`config.mk`:
```
export PLATFORM = sky130hd
export DESIGN_NAME = rr_mux4
export DESIGN_NICKNAME = d
export VERILOG_FILES = /design/src/rtl/rr_mux4.sv
export SDC_FILE = /design/constraint.sdc
export NUM_CORES = 1
export LEC_CHECK = 0
export CAP_MARGIN = 15
export CORE_MARGIN = 2
export CORE_UTILIZATION = 38
export CTS_BUF_LIST = sky130_fd_sc_hd__clkbuf_2
export CTS_CLUSTER_SIZE = 25
export DETAILED_ROUTE_END_ITERATION = 8
export GPL_TIMING_DRIVEN = 0
export PLACE_DENSITY = 0.9
export SKIP_CTS_REPAIR_TIMING = 1
export SLEW_MARGIN = 20
export SYNTH_ARGS = -nofsm -noshare
export SYNTH_HDL_FRONTEND = slang
export SYNTH_SLANG_ARGS = --single-unit
```
`constraint.sdc`:
```
create_clock -name clk -period 2.05 [get_ports clk]
set_input_delay 0.205 -clock clk [delete_from_list [all_inputs] [get_ports clk]]
set_output_delay 0.205 -clock clk [all_outputs]
set_load 0.01 [all_outputs]
```
`src/rtl/rr_mux4.sv`:
```
// Four-source round-robin merge onto one registered valid/ready channel, tagged with source index.
// Optional packet locking (in_last/out_last) is enabled by defining RR_MUX4_PKT_LOCK_EN.
module rr_mux4 #(
  parameter int DATA_W = 8
) (
  input  logic                clk,
  input  logic                rst_n,
  input  logic [4*DATA_W-1:0] in_data,
  input  logic [3:0]          in_valid,
  output logic [3:0]          in_ready,
`ifdef RR_MUX4_PKT_LOCK_EN
  input  logic [3:0]          in_last,
  output logic                out_last,
`endif
  output logic [DATA_W-1:0]   out_data,
  output logic [1:0]          out_sel,
  output logic                out_valid,
  input  logic                out_ready
);

  logic [DATA_W-1:0] out_data_q, out_data_d;
  logic [1:0]        out_sel_q, out_sel_d;
  logic              out_valid_q, out_valid_d;
  logic [1:0]        last_q, last_d;
  logic              lock_q, lock_d;
  logic [1:0]        lock_ch_q, lock_ch_d;
  logic              out_last_q, out_last_d;

  logic [DATA_W-1:0] ch_data_s [4];
  logic [3:0]        req_s;
  logic [2:0]        pick_s;
  logic [1:0]        gnt_s;
  logic              load_en_s;
  logic              take_s;
  logic              gnt_last_s;

  // First requester after 'last' in circular order; result is {found, index}.
  function automatic logic [2:0] rr_pick(input logic [3:0] req, input logic [1:0] last);
    logic [2:0] res;
    logic [1:0] c;
    res = 3'b000;
    for (int k = 4; k >= 1; k--) begin
      c = last + k[1:0];
      if (req[c]) begin
        res = {1'b1, c};
      end else begin
        res = res;
      end
    end
    return res;
  endfunction

  // Arbitration, handshake and next-state selection.
  always_comb begin
    for (int i = 0; i < 4; i++) begin
      ch_data_s[i] = in_data[i*DATA_W +: DATA_W];
    end
    load_en_s = !out_valid_q || out_ready;
    if (lock_q) begin
      req_s = in_valid & (4'b0001 << lock_ch_q);
    end else begin
      req_s = in_valid;
    end
    pick_s = rr_pick(req_s, last_q);
    gnt_s  = pick_s[1:0];
    take_s = rst_n && load_en_s && pick_s[2];
`ifdef RR_MUX4_PKT_LOCK_EN
    gnt_last_s = in_last[gnt_s];
`else
    gnt_last_s = 1'b1;
`endif

    in_ready    = 4'b0000;
    out_data_d  = out_data_q;
    out_sel_d   = out_sel_q;
    out_valid_d = out_valid_q;
    last_d      = last_q;
    lock_d      = lock_q;
    lock_ch_d   = lock_ch_q;
    out_last_d  = out_last_q;

    if (take_s) begin
      in_ready[gnt_s] = 1'b1;
      out_data_d      = ch_data_s[gnt_s];
      out_sel_d       = gnt_s;
      out_valid_d     = 1'b1;
      last_d          = gnt_s;
      // A non-final beat pins arbitration to this source until its last beat goes through.
      lock_d          = !gnt_last_s;
      lock_ch_d       = gnt_s;
      out_last_d      = gnt_last_s;
    end else if (load_en_s) begin
      out_valid_d = 1'b0;
    end else begin
      out_valid_d = out_valid_q;
    end
  end

  // State registers with synchronous active-low reset.
  always_ff @(posedge clk) begin
    if (!rst_n) begin
      out_data_q  <= {DATA_W{1'b0}};
      out_sel_q   <= 2'b00;
      out_valid_q <= 1'b0;
      last_q      <= 2'b11;
      lock_q      <= 1'b0;
      lock_ch_q   <= 2'b00;
      out_last_q  <= 1'b0;
    end else begin
      out_data_q  <= out_data_d;
      out_sel_q   <= out_sel_d;
      out_valid_q <= out_valid_d;
      last_q      <= last_d;
      lock_q      <= lock_d;
      lock_ch_q   <= lock_ch_d;
      out_last_q  <= out_last_d;
    end
  end

  assign out_data  = out_data_q;
  assign out_sel   = out_sel_q;
  assign out_valid = out_valid_q;
`ifdef RR_MUX4_PKT_LOCK_EN
  assign out_last  = out_last_q;
`endif

endmodule
```
Word level (Yosys, flattened, before mapping) --
Index checks and enable logic that the tools add are counted.
Word-level totals: bits of input ports 39, register bits after elaboration 13, output and inout bits 15, word-level logic and storage cells 41
Cells by class: add/subtract/negate cells 3, reductions and logical operators 6, mux-type cells 20, bitwise logic cells 1, magnitude comparators 7
Operators by type and width (number):
- $bmux 8 s2 | 1
- $mux 8 | 2
- $lt 2x3->1 const B | 5
- $mux 3 | 4
- $bmux 1 s2 | 4
- $mux 1 | 7
- $add 2x2->2 const B | 2
- $mux 4 | 1
- $ge 3x3->1 const B | 1
- $logic_and 1x1->1 | 3
- $not 2->3 | 1
- $add 2x1->2 const B | 1
- $demux 1 s2 | 1
- $ge 2x1->1 const B | 1
- $reduce_bool 2->1 | 1
- $logic_not 1->1 | 1
- $logic_or 1x1->1 | 1

Logic depth before layout (Yosys ltp) --
Gate-level depths: netlist of run 1.
word-level depth 11, gate-level depth with buffers 7

Worst setup path before layout of run 1 --
OpenSTA, ideal clock, no wires.
path kind input port to flip-flop, from input port in_valid[1], to register out_data_q[4], in the netlist out_data[4], data arrival time 1.397 ns, required time 1.924 ns, cell stages on the path 7, path buffers 2, slack 0.527 ns, setup time 0.126 ns, path through or4_1 > and3_1 > buf_6 > buf_8 > nand3_1 > mux2_1 > o211ai_1
On the way: cells in the longest elaborated chain, start to end 10, elaborated cells between the ends (all ways) 17
RTL lines:
- start, declared | RTL line 9 | input logic [3:0] in_valid,
- $bmux 1 s2 | RTL line 44 | if (req[c]) begin
- $mux 1 (not written as such) | RTL line 44
- $mux 3 (3 in a row) | RTL line 44
- $mux 3 (*) | RTL line 44
- $not 2->3 (not written as such) | RTL line 84 | out_data_d = ch_data_s[gnt_s];
- $bmux 8 s2 | RTL line 84
- $mux 8 (not written as such) (2 in a row) | RTL line 84
- end signal, assigned | RTL line 102 | out_data_q <= {DATA_W{1'b0}};
- end signal, assigned | RTL line 110 | out_data_q <= out_data_d;
- end, declared | RTL line 21 | logic [DATA_W-1:0] out_data_q, out_data_d;
Every way passes the cells marked *; elsewhere a longest branch is shown, timed or not. The select of a mux whose other input is x is not followed. A chain may end at the register's enable or synchronous reset.

Final worst setup path of run 1 --
from register last_q[1], to output port in_ready[3]
On the way: cells in the longest elaborated chain, start to end 11, elaborated cells between the ends (all ways) 22
RTL lines:
- start, declared | RTL line 24 | logic [1:0] last_q, last_d;
- start signal, assigned | RTL line 113 | last_q <= last_d;
- $add 2x2->2 / $bmux 1 s2 (equally long branches) | RTL line 43, 44
- $bmux 1 s2 / $mux 1 (equally long branches) | RTL line 44
- $mux 1 (not written as such) / $mux 3 (equally long branches) | RTL line 44
- $mux 3 (2 in a row) | RTL line 44
- $mux 3 (*) | RTL line 44
- $lt 2x3->1 (not written as such) / $ge 2x1->1 (equally long branches) | RTL line 83 | in_ready[gnt_s] = 1'b1;
- $logic_and 1x1->1 (not written as such) | RTL line 83
- $mux 1 (not written as such) | RTL line 83
- $demux 1 s2 | RTL line 83
- $mux 4 (*) | RTL line 82 | if (take_s) begin
- end, declared | RTL line 10 | output logic [3:0] in_ready,
Marks and branches as above.

==> results.ini, run 1 <==
[run_status]
status=complete, no violations

[layout]
layout_commonest_cell=clkdlybuf4s50_1
drive_above_1_share_pct=14.2
finalInstanceArea_mm2=0.00154
insertedDiodeCount=0
layout_common_cells=45 x clkdlybuf4s50_1, 12 x mux2i_1, 12 x dfxtp_1
areaGrowthSynthToFinish_pct=74.4
finalNetCount=202

[global_routing]
grt_antenna_before_repair=0
grt_use_met2_pct=42.6
grtUsageMet1_pct=23.6
grt_pass1_vias=1006
grt_start_max_net_pins=11
gr-total-overflow=0
groute.usage.overall_pct=21.9
grtUsageMet3_pct=4.60
gr-max-usage-layer=met2
grt_pass1_wl_um=4420

[yosys]
yosys.area.top_type_share_pct=29.5
synthXorXnorAreaFrac_pct=0
synth_top_family_by_area=simple AND/OR/NAND/NOR gates
synthAdderAreaFrac_pct=0
synth_top_area_cell=dfxtp_1
syn-cell-area_um2=881
synth.distinct_cells=29
syn_nets=139
yosysSeqAreaShare_pct=29.5
synth_seq_cells=13
synth-compound-area-share_pct=15.5
yosys.area_share.simple_pct=24.4
ys_warn_count=0
synthTopCellsByArea=dfxtp_1 30%, mux2i_1 14%, mux2_1 8.9%
synthCells=100
synth.mux.area_fraction_pct=22.6
avgSynthCellArea_um2=8.81

[pwr]
p_per_area_mw_per_mm2=546
p_leak_nw=0.683
swShare_pct=33.1
p_int_uw=560
p_sw_uw=278
p_clk_share_pct=17.2
power.total_uw=838
ir_drop_mv=0.432
comb_power_share_pct=45.5
seqPwrFrac_pct=37.3

[timing]
period_share_pct=97.7
fmax_ghz=0.499
finalHoldViolCount=0
finalMaxSlewViolations=0
setup_violations=0
min_period_ns=2.00
skew_ns=0.0122
tightest_slew_ns=0.357
relSlewSlack_pct=76.2

[worst_setup_path]
arrival_ns=1.80
cp_max_fo=10
path_cells=nand2b_1, a31oi_4, buf_4, nand2_2, nor2_1, dlymetal6s2s_1
cp-start-kind=flop
end_kind=primary output
r2r-start=last_q[1]
crit_path_max_incr_delay_ns=0.40
rr_endpoint=out_data[6]
rrSetupSlack_ns=0.37
r2r_cells=6
crit_required_ns=1.85
worstSetupPathType=reg -> out
critical_path.slowest_cell=dfxtp_4

[routing]
vias_per_cell=5.41
firstDrtPassIters=4
antenna_left=0
wl_um=3060
avgRoutedWirePerCell_um=16.1
dr_total_vias=1028
drc=0
dr.first_iter.drc_count=10

[die]
start_util_pct=39.8
die_w_um=52.1
coreArea_mm2=0.00221
die_y_um=52.1
ios=54
num_rows=17
die_area_mm2=0.00272

[place]
detailed_place.area_mm2=0.00145
place_congestion=0.825
portBuffers=53
dp_hpwl_um=2230

[min_path]
whs_path_depth=3
holdPathEnd=out_valid
worstHoldStart=in_valid[1]
holdCritPathClass=in -> reg

[clock_tree]
cts_tree=built
cts_buffers=3
clk_pin_slew_ns=0.14
htreeDepth=1
clkLatencyLatePin_ns=0.30
cts_root_buffer=clkbuf_2
cts_sinks=13
clock_path_buffers=2

[flow_run]
maxCapViolCount=0

==> through the flow <==
step,utilization [%],setup TNS (ns),hold WS (ns),std cells,worst slack [ns]
2_1_floorplan,-,0,0.267,100,0.527
3_3_place_gp,65.4,-1.88,0.443,181,-0.483
3_5_place_dp,65.4,-2.09,0.455,181,-0.494
4_1_cts,66.3,-1.94,0.478,185,-0.497
5_1_grt,69.5,-0.0216,0.313,190,-0.0188
6_report,69.5,0,0.274,190,0.0469
==> flip-flops by register name, summed over array words and instances, names as in the netlist <==
name       count
last_q         2
out_data       8
lock_ch_q      2
out_valid      1
==> Yosys cell counts <==
library cell,instances
nand3_2,3
nor2_1,6
mux2i_1,12
buf_6,1
a21oi_1,1
or4_1,1
inv_1,4
and2_1,1
clkbuf_1,1
o22ai_1,1
nor2b_1,1
dfxtp_1,13
buf_8,1
a31oi_4,1
buf_2,2
nand3_1,11
o31a_1,1
and3_1,1
nand2_1,10
o221ai_1,1
o21ai_0,2
o211ai_1,7
nor2_4,1
mux2_1,7
a41oi_1,1
a21o_1,2
buf_4,2
nand2b_1,4
nand3b_1,1
==> critical path, delay by kind of cell, from the launching register on <==
kind | cells | cell delay (ns)
AO/OA/AOI/OAI | 1 | 0.30
buffers and inverters | 2 | 0.45
flip-flops | 1 | 0.40
AND/OR/NAND/NOR | 3 | 0.36
==> kinds of logic (layout without fill, tap and decap cells) <==
logic type | count (synthesis) | in the layout
AO/OA/AOI/OAI | 17 | 17
buffers and inverters | 11 | 73
flip-flops | 13 | 13
multiplexers | 19 | 19
AND/OR/NAND/NOR | 40 | 40
==> worst max path at each step <==
| stage | startpoint | to | depth (start not counted) |
|---|---|---|---|
| floorplan | in_valid[1] | out_data[4] | 7 |
| global placement | in_valid[1] | in_ready[0] | 8 |
| detailed placement | in_valid[1] | in_ready[2] | 8 |
| CTS | in_valid[1] | in_ready[2] | 8 |
| global route | last_q[1] | in_ready[2] | 6 |
| finish | last_q[1] | in_ready[3] | 6 |
==> cell type report <==
cell class,count,area [um2]
Sequential cell,13,264
Timing Repair Buffer,58,588
Fill cell,182,676
Tap cell,28,35.0
Buffer,7,61.3
Inverter,4,15.0
Clock buffer,4,20.0
Multi-Input combinational cell,76,553
==> power by group through the flow <==
stage          sequential [mW]  clock [mW]  combinational (mW)
2_1_floorplan            0.327           0               0.161
3_3_place_gp             0.314           0               0.345
3_5_place_dp             0.316           0               0.354
4_1_cts                  0.311       0.143               0.356
5_1_grt                  0.317       0.153               0.407
6_report                 0.313       0.144               0.382
==> metal layers <==
layer  vias to the layer above  share of wire, %
met3                         9               4.2
met2                        48                56
li1                        484                 -
met1                       487                37
met4                         0               2.3
met5                         -                 0
(Power assumes the default switching activity.)
==> run 2: changes to the inputs <==
--- a/config.mk
+++ b/config.mk
@@ -6,6 +6,7 @@
 export NUM_CORES = 1
 export LEC_CHECK = 0
 export CAP_MARGIN = 15
+export CORE_ASPECT_RATIO = 1.1
 export CORE_MARGIN = 2
 export CORE_UTILIZATION = 38
 export CTS_BUF_LIST = sky130_fd_sc_hd__clkbuf_2
==> run 2 against run 1 <==
Setup slack better by 0.10 ns. Wire length down 7.7%. Critical path depth up 2. Clock power down 8%. First-iteration DRC count up 10%. Non-clock buffer count unchanged. Sequential power down 1%. Core utilization down 0.55 points.
==> results.ini, run 2 (same netlist as run 1, synthesis figures left out) <==
[worst_setup_path]
end_kind=primary output  ; unchanged
arrival_ns=1.70  ; was 1.80 ns
worstSetupPathType=in -> out  ; was reg -> out
cp_max_fo=10  ; unchanged
crit_required_ns=1.85  ; about the same
cp-start-kind=input pin  ; was flop

[routing]
dr_total_vias=1000  ; was 1028
antenna_left=0  ; unchanged
avgRoutedWirePerCell_um=14.7  ; was 16.1 um
drc=0  ; unchanged
dr.first_iter.drc_count=11  ; was 10
wl_um=2830  ; was 3060 um
firstDrtPassIters=4  ; unchanged
vias_per_cell=5.21  ; was 5.41

[timing]
min_period_ns=1.90  ; was 2.00 ns
hold_slack_ns=0.347  ; was 0.274 ns
tightest_slew_ns=0.368  ; was 0.357 ns
relSlewSlack_pct=75.5  ; was 76.2%
skew_ns=0.0186  ; was 0.0122 ns
period_share_pct=92.8  ; was 97.7%
fmax_ghz=0.525  ; was 0.499 GHz
finalMaxSlewViolations=0  ; unchanged
fin_setup_tns_ns=0  ; unchanged
setup_violations=0  ; unchanged
rsz0062_at_grt=false
finalHoldViolCount=0  ; unchanged

[run_status]
status=complete, no violations  ; unchanged

[die]
ios=54  ; unchanged
coreArea_mm2=0.00223  ; was 0.00221 mm2
die_w_um=49.9  ; was 52.1 um
die_area_mm2=0.00272  ; about the same
start_util_pct=39.5  ; was 39.8%
num_rows=18  ; was 17
die_y_um=54.5  ; was 52.1 um

[clock_tree]
clock_path_buffers=2  ; unchanged
cts_buffers=3  ; unchanged
cts_tree=built  ; unchanged
clk_pin_slew_ns=0.13  ; was 0.14 ns
cts_sinks=13  ; unchanged
cts_root_buffer=clkbuf_2  ; unchanged
clkLatencyLatePin_ns=0.27  ; was 0.30 ns
htreeDepth=1  ; unchanged

[global_routing]
gr-total-overflow=0  ; unchanged
grt_pass1_wl_um=3970  ; was 4420 um
groute.usage.overall_pct=19.4  ; was 21.9%
grt_pass1_vias=859  ; was 1006
grt_start_max_net_pins=11  ; unchanged
grt_antenna_before_repair=0  ; unchanged

[layout]
largest_reg_flops=8  ; unchanged
fillers=178  ; was 182
drive_above_1_share_pct=13.6  ; was 14.2%
layout_commonest_cell=clkdlybuf4s50_1  ; unchanged
finalNetCount=202  ; unchanged
layout_common_cells=45 x clkdlybuf4s50_1, 12 x mux2i_1, 12 x dfxtp_1  ; unchanged
areaGrowthSynthToFinish_pct=74.4  ; unchanged
finalInstanceArea_mm2=0.00154  ; unchanged
insertedDiodeCount=0  ; unchanged

[place]
dp_hpwl_um=2060  ; was 2230 um
detailed_place.area_mm2=0.00145  ; about the same
portBuffers=53  ; unchanged
place_congestion=0.727  ; was 0.825

[min_path]
holdCritPathClass=in -> reg  ; unchanged

[pwr]
p_per_area_mw_per_mm2=535  ; was 546 mW/mm2
ir_drop_mv=0.361  ; was 0.432 mV
power.total_uw=822  ; was 838 uW
p_leak_nw=0.684  ; was 0.683 nW

[flow_run]
maxCapViolCount=0  ; unchanged

==> run 2: area by class of cell <==
| type | count | area (um2) | share of cell area, % |
|---|---|---|---|
| Inverter | 4 | 15.0 | 0.977 |
| Sequential cell | 13 | 262 | 17.0 |
| Tap cell | 30 | 37.5 | 2.44 |
| Multi-Input combinational cell | 76 | 553 | 36.0 |
| Buffer | 7 | 61.3 | 3.99 |
| Clock buffer | 4 | 20.0 | 1.30 |
| Timing Repair Buffer | 58 | 588 | 38.3 |
==> run 2: path summary, 6_finish.rpt <==
check                           slack (ns)  depth (start not counted)   startpoint     endpoint
worst min-delay path                  0.35                          3  in_valid[1]    out_valid
worst max-delay path                  0.15                          8  in_valid[1]  in_ready[2]
worst min register to register        0.49                          2  out_data[7]  out_data[7]
worst max register to register        0.44                          6    last_q[1]  out_data[1]
==> run 2: per-stage QoR <==
| step | setup slack [ns] | util (%) | cells |
|---|---|---|---|
| after CTS | -0.514 | 65.9 | 187 |
| after global routing | 0.0506 | 68.9 | 192 |
| after global placement | -0.491 | 65.0 | 183 |
| final | 0.147 | 68.9 | 192 |
| after floorplan | 0.527 | - | 100 |
| after detailed placement | -0.508 | 65.0 | 183 |
==> run 2: where the power goes <==
part	internal, mW	switching (mW)
Combinational	0.221	0.159
Sequential	0.288	0.0213
Clock	0.0517	0.0807
==> run 2: critical path, stage by stage <==
cell and delay [ns]:
dlymetal6s2s_1 0.16, or4_1 0.53, and3_1 0.21, buf_6 0.14, buf_8 0.14, nand2_2 0.09, nor2_1 0.05, dlymetal6s2s_1 0.17
==> run 2: per-layer routing <==
| metal | vias to the layer above | global-route usage (%) | wire length, um |
|---|---|---|---|
| met5 | - | 0 | 0 |
| met4 | 0 | 6.94 | 42 |
| met3 | 6 | 4.92 | 139 |
| met2 | 38 | 34.7 | 1550 |
| met1 | 469 | 22.8 | 1100 |
| li1 | 487 | - | - |
==> run 3: changes to the inputs <==
--- a/config.mk
+++ b/config.mk
@@ -12,6 +12,7 @@
 export CTS_BUF_LIST = sky130_fd_sc_hd__clkbuf_2
 export CTS_CLUSTER_SIZE = 25
 export DETAILED_ROUTE_END_ITERATION = 8
+export GPL_ROUTABILITY_DRIVEN = 0
 export GPL_TIMING_DRIVEN = 0
 export PLACE_DENSITY = 0.9
 export SKIP_CTS_REPAIR_TIMING = 1
==> results of run 3 <==
No change in the layout: final DEF, timing and power equal those of run 2.
